### src/rtl/id_ex_stage.sv
// id_ex_stage: decode->execute pipeline register feeding the ALU.
// Holds one decoded instruction and selects each operand source (regfile, PC or immediate).
// Results from the MEM and WB producers are forwarded, with MEM taking priority.
// A load-use hazard against the MEM producer stalls the stage.
// The held regfile data is refreshed from WB while the instruction waits.
//
// Ports:
//   clk, rstn                  clock, asynchronous active-low reset
//   in_valid / in_ready        decode-side handshake
//   in_rs1, in_rs2             source register addresses
//   in_rs1_data, in_rs2_data   regfile read data
//   in_pc, in_imm              instruction PC and sign-extended immediate
//   in_a_pc, in_b_imm          operand select (a = PC, b = imm)
//   in_alu_mode                ALU opcode
//   in_rd, in_rd_we            destination register and its write enable
//   in_is_load, in_is_store    memory operation class
//   flush                      kills both the held and the incoming instruction
//   mem_rd/mem_we/mem_data     MEM-stage producer; mem_is_load means its data is not ready yet
//   wb_rd/wb_we/wb_data        WB-stage producer
//   ex_ready / ex_valid        EX-side handshake
//   alu_a, alu_b, alu_mode     ALU operands and opcode
//   ex_store_data              forwarded rs2, used by stores
//   ex_rd, ex_rd_we            held destination fields
//   ex_is_load, ex_is_store    held memory-class fields
//   hazard                     load-use stall is active
module id_ex_stage #(
  parameter int WordSize = 32,
  parameter int RegBits  = 5
) (
  input  logic                clk,
  input  logic                rstn,
  input  logic                in_valid,
  output logic                in_ready,
  input  logic [RegBits-1:0]  in_rs1,
  input  logic [RegBits-1:0]  in_rs2,
  input  logic [WordSize-1:0] in_rs1_data,
  input  logic [WordSize-1:0] in_rs2_data,
  input  logic [WordSize-1:0] in_pc,
  input  logic [WordSize-1:0] in_imm,
  input  logic                in_a_pc,
  input  logic                in_b_imm,
  input  logic [4:0]          in_alu_mode,
  input  logic [RegBits-1:0]  in_rd,
  input  logic                in_rd_we,
  input  logic                in_is_load,
  input  logic                in_is_store,
  input  logic                flush,
  input  logic [RegBits-1:0]  mem_rd,
  input  logic                mem_we,
  input  logic [WordSize-1:0] mem_data,
  input  logic                mem_is_load,
  input  logic [RegBits-1:0]  wb_rd,
  input  logic                wb_we,
  input  logic [WordSize-1:0] wb_data,
  input  logic                ex_ready,
  output logic                ex_valid,
  output logic [WordSize-1:0] alu_a,
  output logic [WordSize-1:0] alu_b,
  output logic [4:0]          alu_mode,
  output logic [WordSize-1:0] ex_store_data,
  output logic [RegBits-1:0]  ex_rd,
  output logic                ex_rd_we,
  output logic                ex_is_load,
  output logic                ex_is_store,
  output logic                hazard
);

  typedef enum logic [1:0] {EMPTY, HELD, STALL} state_t;

  // Only EMPTY/HELD are stored; STALL is HELD qualified by the live hazard,
  // because the hazard depends on what the MEM stage presents this cycle.
  state_t state_q;
  state_t state;

  logic [RegBits-1:0]  rs1_q, rs2_q, rd_q;
  logic [WordSize-1:0] rs1_data_q, rs2_data_q, pc_q, imm_q;
  logic [4:0]          mode_q;
  logic                a_pc_q, b_imm_q, rd_we_q, is_load_q, is_store_q;

  logic [WordSize-1:0] fwd1, fwd2;
  logic                valid, hazard_c, advance, capture;

  always_comb begin
    fwd1 = rs1_data_q;
    if (rs1_q == '0)                         fwd1 = '0;
    else if (mem_we && (mem_rd == rs1_q))    fwd1 = mem_data;
    else if (wb_we && (wb_rd == rs1_q))      fwd1 = wb_data;

    fwd2 = rs2_data_q;
    if (rs2_q == '0)                         fwd2 = '0;
    else if (mem_we && (mem_rd == rs2_q))    fwd2 = mem_data;
    else if (wb_we && (wb_rd == rs2_q))      fwd2 = wb_data;
  end

  always_comb begin
    valid    = (state_q != EMPTY);
    // rs2 counts as a used source for stores even when b takes the immediate.
    hazard_c = valid && mem_is_load && mem_we && (mem_rd != '0) &&
               ((!a_pc_q && (mem_rd == rs1_q)) ||
                ((!b_imm_q || is_store_q) && (mem_rd == rs2_q)));
    state    = !valid ? EMPTY : (hazard_c ? STALL : HELD);
    ex_valid = (state == HELD) && !flush;
    advance  = ex_valid && ex_ready;
    in_ready = !valid || advance;
    capture  = in_valid && in_ready && !flush;
  end

  always_comb begin
    hazard        = hazard_c;
    alu_a         = a_pc_q ? pc_q : fwd1;
    alu_b         = b_imm_q ? imm_q : fwd2;
    alu_mode      = mode_q;
    ex_store_data = fwd2;
    ex_rd         = rd_q;
    ex_rd_we      = rd_we_q;
    ex_is_load    = is_load_q;
    ex_is_store   = is_store_q;
  end

  always_ff @(posedge clk or negedge rstn) begin
    if (!rstn) begin
      state_q    <= EMPTY;
      rs1_q      <= '0;
      rs2_q      <= '0;
      rd_q       <= '0;
      rs1_data_q <= '0;
      rs2_data_q <= '0;
      pc_q       <= '0;
      imm_q      <= '0;
      mode_q     <= '0;
      a_pc_q     <= 1'b0;
      b_imm_q    <= 1'b0;
      rd_we_q    <= 1'b0;
      is_load_q  <= 1'b0;
      is_store_q <= 1'b0;
    end else if (flush) begin
      state_q <= EMPTY;
    end else if (capture) begin
      state_q    <= HELD;
      rs1_q      <= in_rs1;
      rs2_q      <= in_rs2;
      rd_q       <= in_rd;
      rs1_data_q <= in_rs1_data;
      rs2_data_q <= in_rs2_data;
      pc_q       <= in_pc;
      imm_q      <= in_imm;
      mode_q     <= in_alu_mode;
      a_pc_q     <= in_a_pc;
      b_imm_q    <= in_b_imm;
      rd_we_q    <= in_rd_we;
      is_load_q  <= in_is_load;
      is_store_q <= in_is_store;
    end else if (advance) begin
      state_q <= EMPTY;
    end else if (valid) begin
      // A WB producer retiring while we wait must not be lost once it leaves WB.
      if (wb_we && (wb_rd == rs1_q) && (rs1_q != '0)) rs1_data_q <= wb_data;
      if (wb_we && (wb_rd == rs2_q) && (rs2_q != '0)) rs2_data_q <= wb_data;
    end
  end

endmodule

### config.mk
export PLATFORM = sky130hd
export DESIGN_NAME = id_ex_stage
export DESIGN_NICKNAME = d
export VERILOG_FILES = /design/src/rtl/id_ex_stage.sv
export SDC_FILE = /design/constraint.sdc
export NUM_CORES = 1
export LEC_CHECK = 0
export CAP_MARGIN = 20
export CORE_AREA = 2 2 152 169
export DETAILED_ROUTE_END_ITERATION = 7
export DIE_AREA = 0 0 154 171
export PLACE_DENSITY = 0.75
export SYNTH_ARGS = -nofsm -noshare
export SYNTH_HDL_FRONTEND = slang
export SYNTH_SLANG_ARGS = --single-unit
### constraint.sdc
create_clock -name clk -period 5.15 [get_ports clk]
set_input_delay 1.03 -clock clk [delete_from_list [all_inputs] [get_ports clk]]
set_output_delay 1.03 -clock clk [all_outputs]
set_load 0.03 [all_outputs]
==> flow_summary.toml <==
[worst_setup_path]
timing.critical_path.required_ns = 4.12
critical_path.cell_chain = "clkdlybuf4s50_1, xnor2_1, nand4_1, nor2_4, buf_12, mux2i_1, a21oi_1, a22o_1, clkdlybuf4s50_1"
crit_path_start_kind = "input port"
crit_top_cell = "clkdlybuf4s50_1"
crit_path_top_delay_cell = "clkdlybuf4s50_1"
cp-end-kind = "output port"
path_max_fanout = 32
cpPeakStageDelay_ns = 0.67
crit_type = "in -> out"
cp_data_arrival_time_ns = 3.70

[pwr]
switchingPower_mw = 1.78
p_per_area_nw_per_um2 = 348
leakagePower_nw = 5.70
peakVddDrop_mv = 0.185
seq_power_share_pct = 32.9
sw_frac_of_total_pct = 38.2
p_int_mw = 2.88
p_clk_share_pct = 26.3
combPwrFrac_pct = 40.8

[cells_and_area]
nNetsFinal = 1651
layout-drive-gt1-share_pct = 7.35
area_growth_pct = 45.6
layout.cells.non_filler = 1745
nFillCells = 2294
final_util_pct = 53.9

[grt]
grt_pass1_wl_mm = 53.7
grt_max_degree = 101
overflow = 0
grt_pass1_vias = 9786
antenna_found_initial = 1
grt_util_all_layers_pct = 25.9

[synth]
synth_top_family_by_area = "simple AND/OR/NAND/NOR gates"
yosysMostFrequentCell = "nand2_1"
synthFlopType = "dfrtp_1"
synth.area.top_cells = "dfrtp_1 42%, nand2_1 12%, mux2i_1 7.0%, a22o_1 6.1%, nand4_1 4.5%"
yosysSeqAreaShare_pct = 41.9
synth_common_cells = "302 x nand2_1, 154 x dfrtp_1, 107 x nor2_1"
syn_area_um2 = 9190
async_flop_share_pct = 100
synthXorXnorAreaFrac_pct = 1.91
synth_largest_area_cell = "dfrtp_1"
postSynthAreaPerCell_um2 = 8.11
synth.mux.area_fraction_pct = 6.97
synth.distinct_cells = 34
synth_nets = 1368
synth_simple_gate_area_share_pct = 28.0
synth_fa_ha_area_share_pct = 0
syn_inst = 1133
yosys.area.top_type_share_pct = 41.9
synth_compound_area_share_pct = 15.7
ys_ff_latch = 154
ys.warnings.count = 0
synth_edf_count = 0

[die]
die_y_um = 171
initial_utilization_pct = 37.0
die_area_um2 = 26300
rows = 61
die_w_um = 154
fp.coreArea_um2 = 24800
boundaryPins = 347

[clock_tree]
clk_pin_slew_worst_paths_ns = 0.07
postCtsSetupBuffers = 0
postCtsHoldBufs = 0
htree_num_levels = 4
cts_made_buffers = 17
cts_tree = "built"
cts_buffer_depth = 2
numClockSinks = 154
cts_resized = 0
worstSkewPairLatency_ns = 0.43
cts_root_buf = "clkbuf_16"

[route]
vias_per_cell = 5.58
wl_mm = 34.8
vias = 9742
drtIter0Drc = 703
ant_nets = 0
wl_per_cell_um = 20.0
drc = 0
drt_pass1_iterations = 5

[sta]
maxSlewViolCount = 0
finalSetupViolations = 0
relSlewSlack_pct = 31.6
rsz0062_at_grt = "false"
worst_slew_pin_slew_ns = 1.02
period_needed_ns = 4.73
hold_violations = 0
fmax_mhz = 212
fin_skew_ns = 0.0221
fin_setup_tns_ns = 0
worst_slack_ns = 0.423
fin_crit_sh_pct = 91.8

[placed_design]
dpl.hpwl_mm = 23.8
port_buffers = 346
dp_cells = 1712
place.gp.congestion = 0.823
pre_cts_ws_ns = 0.444

[status]
outcome = "finished, final reports clean"

[worst_hold_path]
hold_class = "reg -> reg"

[job]
max_cap_viol_count = 0
power groups by stage:
| stage | registers [mW] | clock network [mW] | logic (mW) |
|---|---|---|---|
| 2_1_floorplan | 1.53 | 0 | 1.06 |
| 3_3_place_gp | 1.54 | 0 | 1.88 |
| 3_5_place_dp | 1.55 | 0 | 1.90 |
| 4_1_cts | 1.53 | 1.24 | 1.91 |
| 5_1_grt | 1.55 | 1.29 | 2.03 |
| 6_report | 1.53 | 1.22 | 1.90 |
registers in the layout, summed over array words and instances (netlist names):
register     flops
ex_is_load       1
alu_mode         5
a_pc_q           1
imm_q           32
ex_rd            5
rs1_q            5
ex_rd_we         1
rs2_q            5
pc_q            32
rs1_data_q      32
b_imm_q          1
rs2_data_q      32
ex_is_store      1
state_q          1
final cells by class:
cell class	instances	area [µm²]	share of cell area [%]
Antenna cell	1	2.50	0.0187
Clock buffer	19	443	3.31
Multi-Input combinational cell	878	4930	36.8
Clock inverter	13	109	0.814
Tap cell	315	394	2.95
Sequential cell	154	3860	28.8
Timing Repair Buffer	365	3640	27.2
critical path: cells and delay by family:
family / cells / cell delay (ns)
xor gates and xnor gates: 1 / 0.13
muxes: 1 / 0.12
AOI/OAI and AO/OA: 2 / 0.47
and+or+nand+nor: 2 / 0.43
buffers and inverters: 3 / 1.47
cell usage in the layout, fill, tap and decap left out, drive strengths merged, types with 4 or more instances in the layout:
| cell type | netlist | final |
|---|---|---|
| nand2 | 303 | 303 |
| nor3 | 4 | 4 |
| clkinv | 0 | 4 |
| a22o | 64 | 64 |
| nor2 | 108 | 108 |
| xor2 | 5 | 5 |
| nor2b | 35 | 35 |
| nand3 | 50 | 50 |
| mux2i | 64 | 64 |
| clkdlybuf4s50 | 0 | 315 |
| clkbuf | 60 | 19 |
| a31oi | 64 | 64 |
| o21ai | 35 | 35 |
| inv | 0 | 6 |
| buf | 41 | 50 |
| a21oi | 50 | 50 |
| nand4 | 66 | 66 |
| dfrtp | 154 | 154 |
| xnor2 | 15 | 15 |
routing by layer:
metal / share of wire (%) / GRT usage, %
met1: 40 / 31.6
met2: 49 / 43.9
met3: 7.8 / 6.56
met4: 3.2 / 10.7
met5: 0 / 0
cell families after synthesis:
logic type,count (synthesis)
AND/OR/NAND/NOR,576
AO/OA/AOI/OAI,218
flip-flops,154
buffers and inverters,101
multiplexers,64
XOR/XNOR,20
per-stage QoR:
step / total power [mW] / hold slack, ns / instance area [µm²]
finish: 4.65 / 0.478 / 13400
global route: 4.87 / 0.501 / 13400
CTS: 4.67 / 0.479 / 13400
detailed placement: 3.45 / 0.462 / 12800
global placement: 3.42 / 0.457 / 12800
floorplan: 2.58 / 0.447 / 9190
path summary, 6_finish.rpt:
check                             from              to  slack, ns  depth (start not counted)
max                           wb_rd[2]       alu_b[10]       0.42                          9
min                        alu_mode[1]     alu_mode[1]       0.48                          2
min reg2reg                alu_mode[1]     alu_mode[1]       0.48                          2
min in group asynchronous         rstn        pc_q[19]       0.61                          1
max reg2reg                   rs2_q[0]  rs2_data_q[19]       1.93                          7
max in group asynchronous         rstn   rs1_data_q[8]       3.59                          2
No activity file was read; power rests on OpenSTA's default activity.
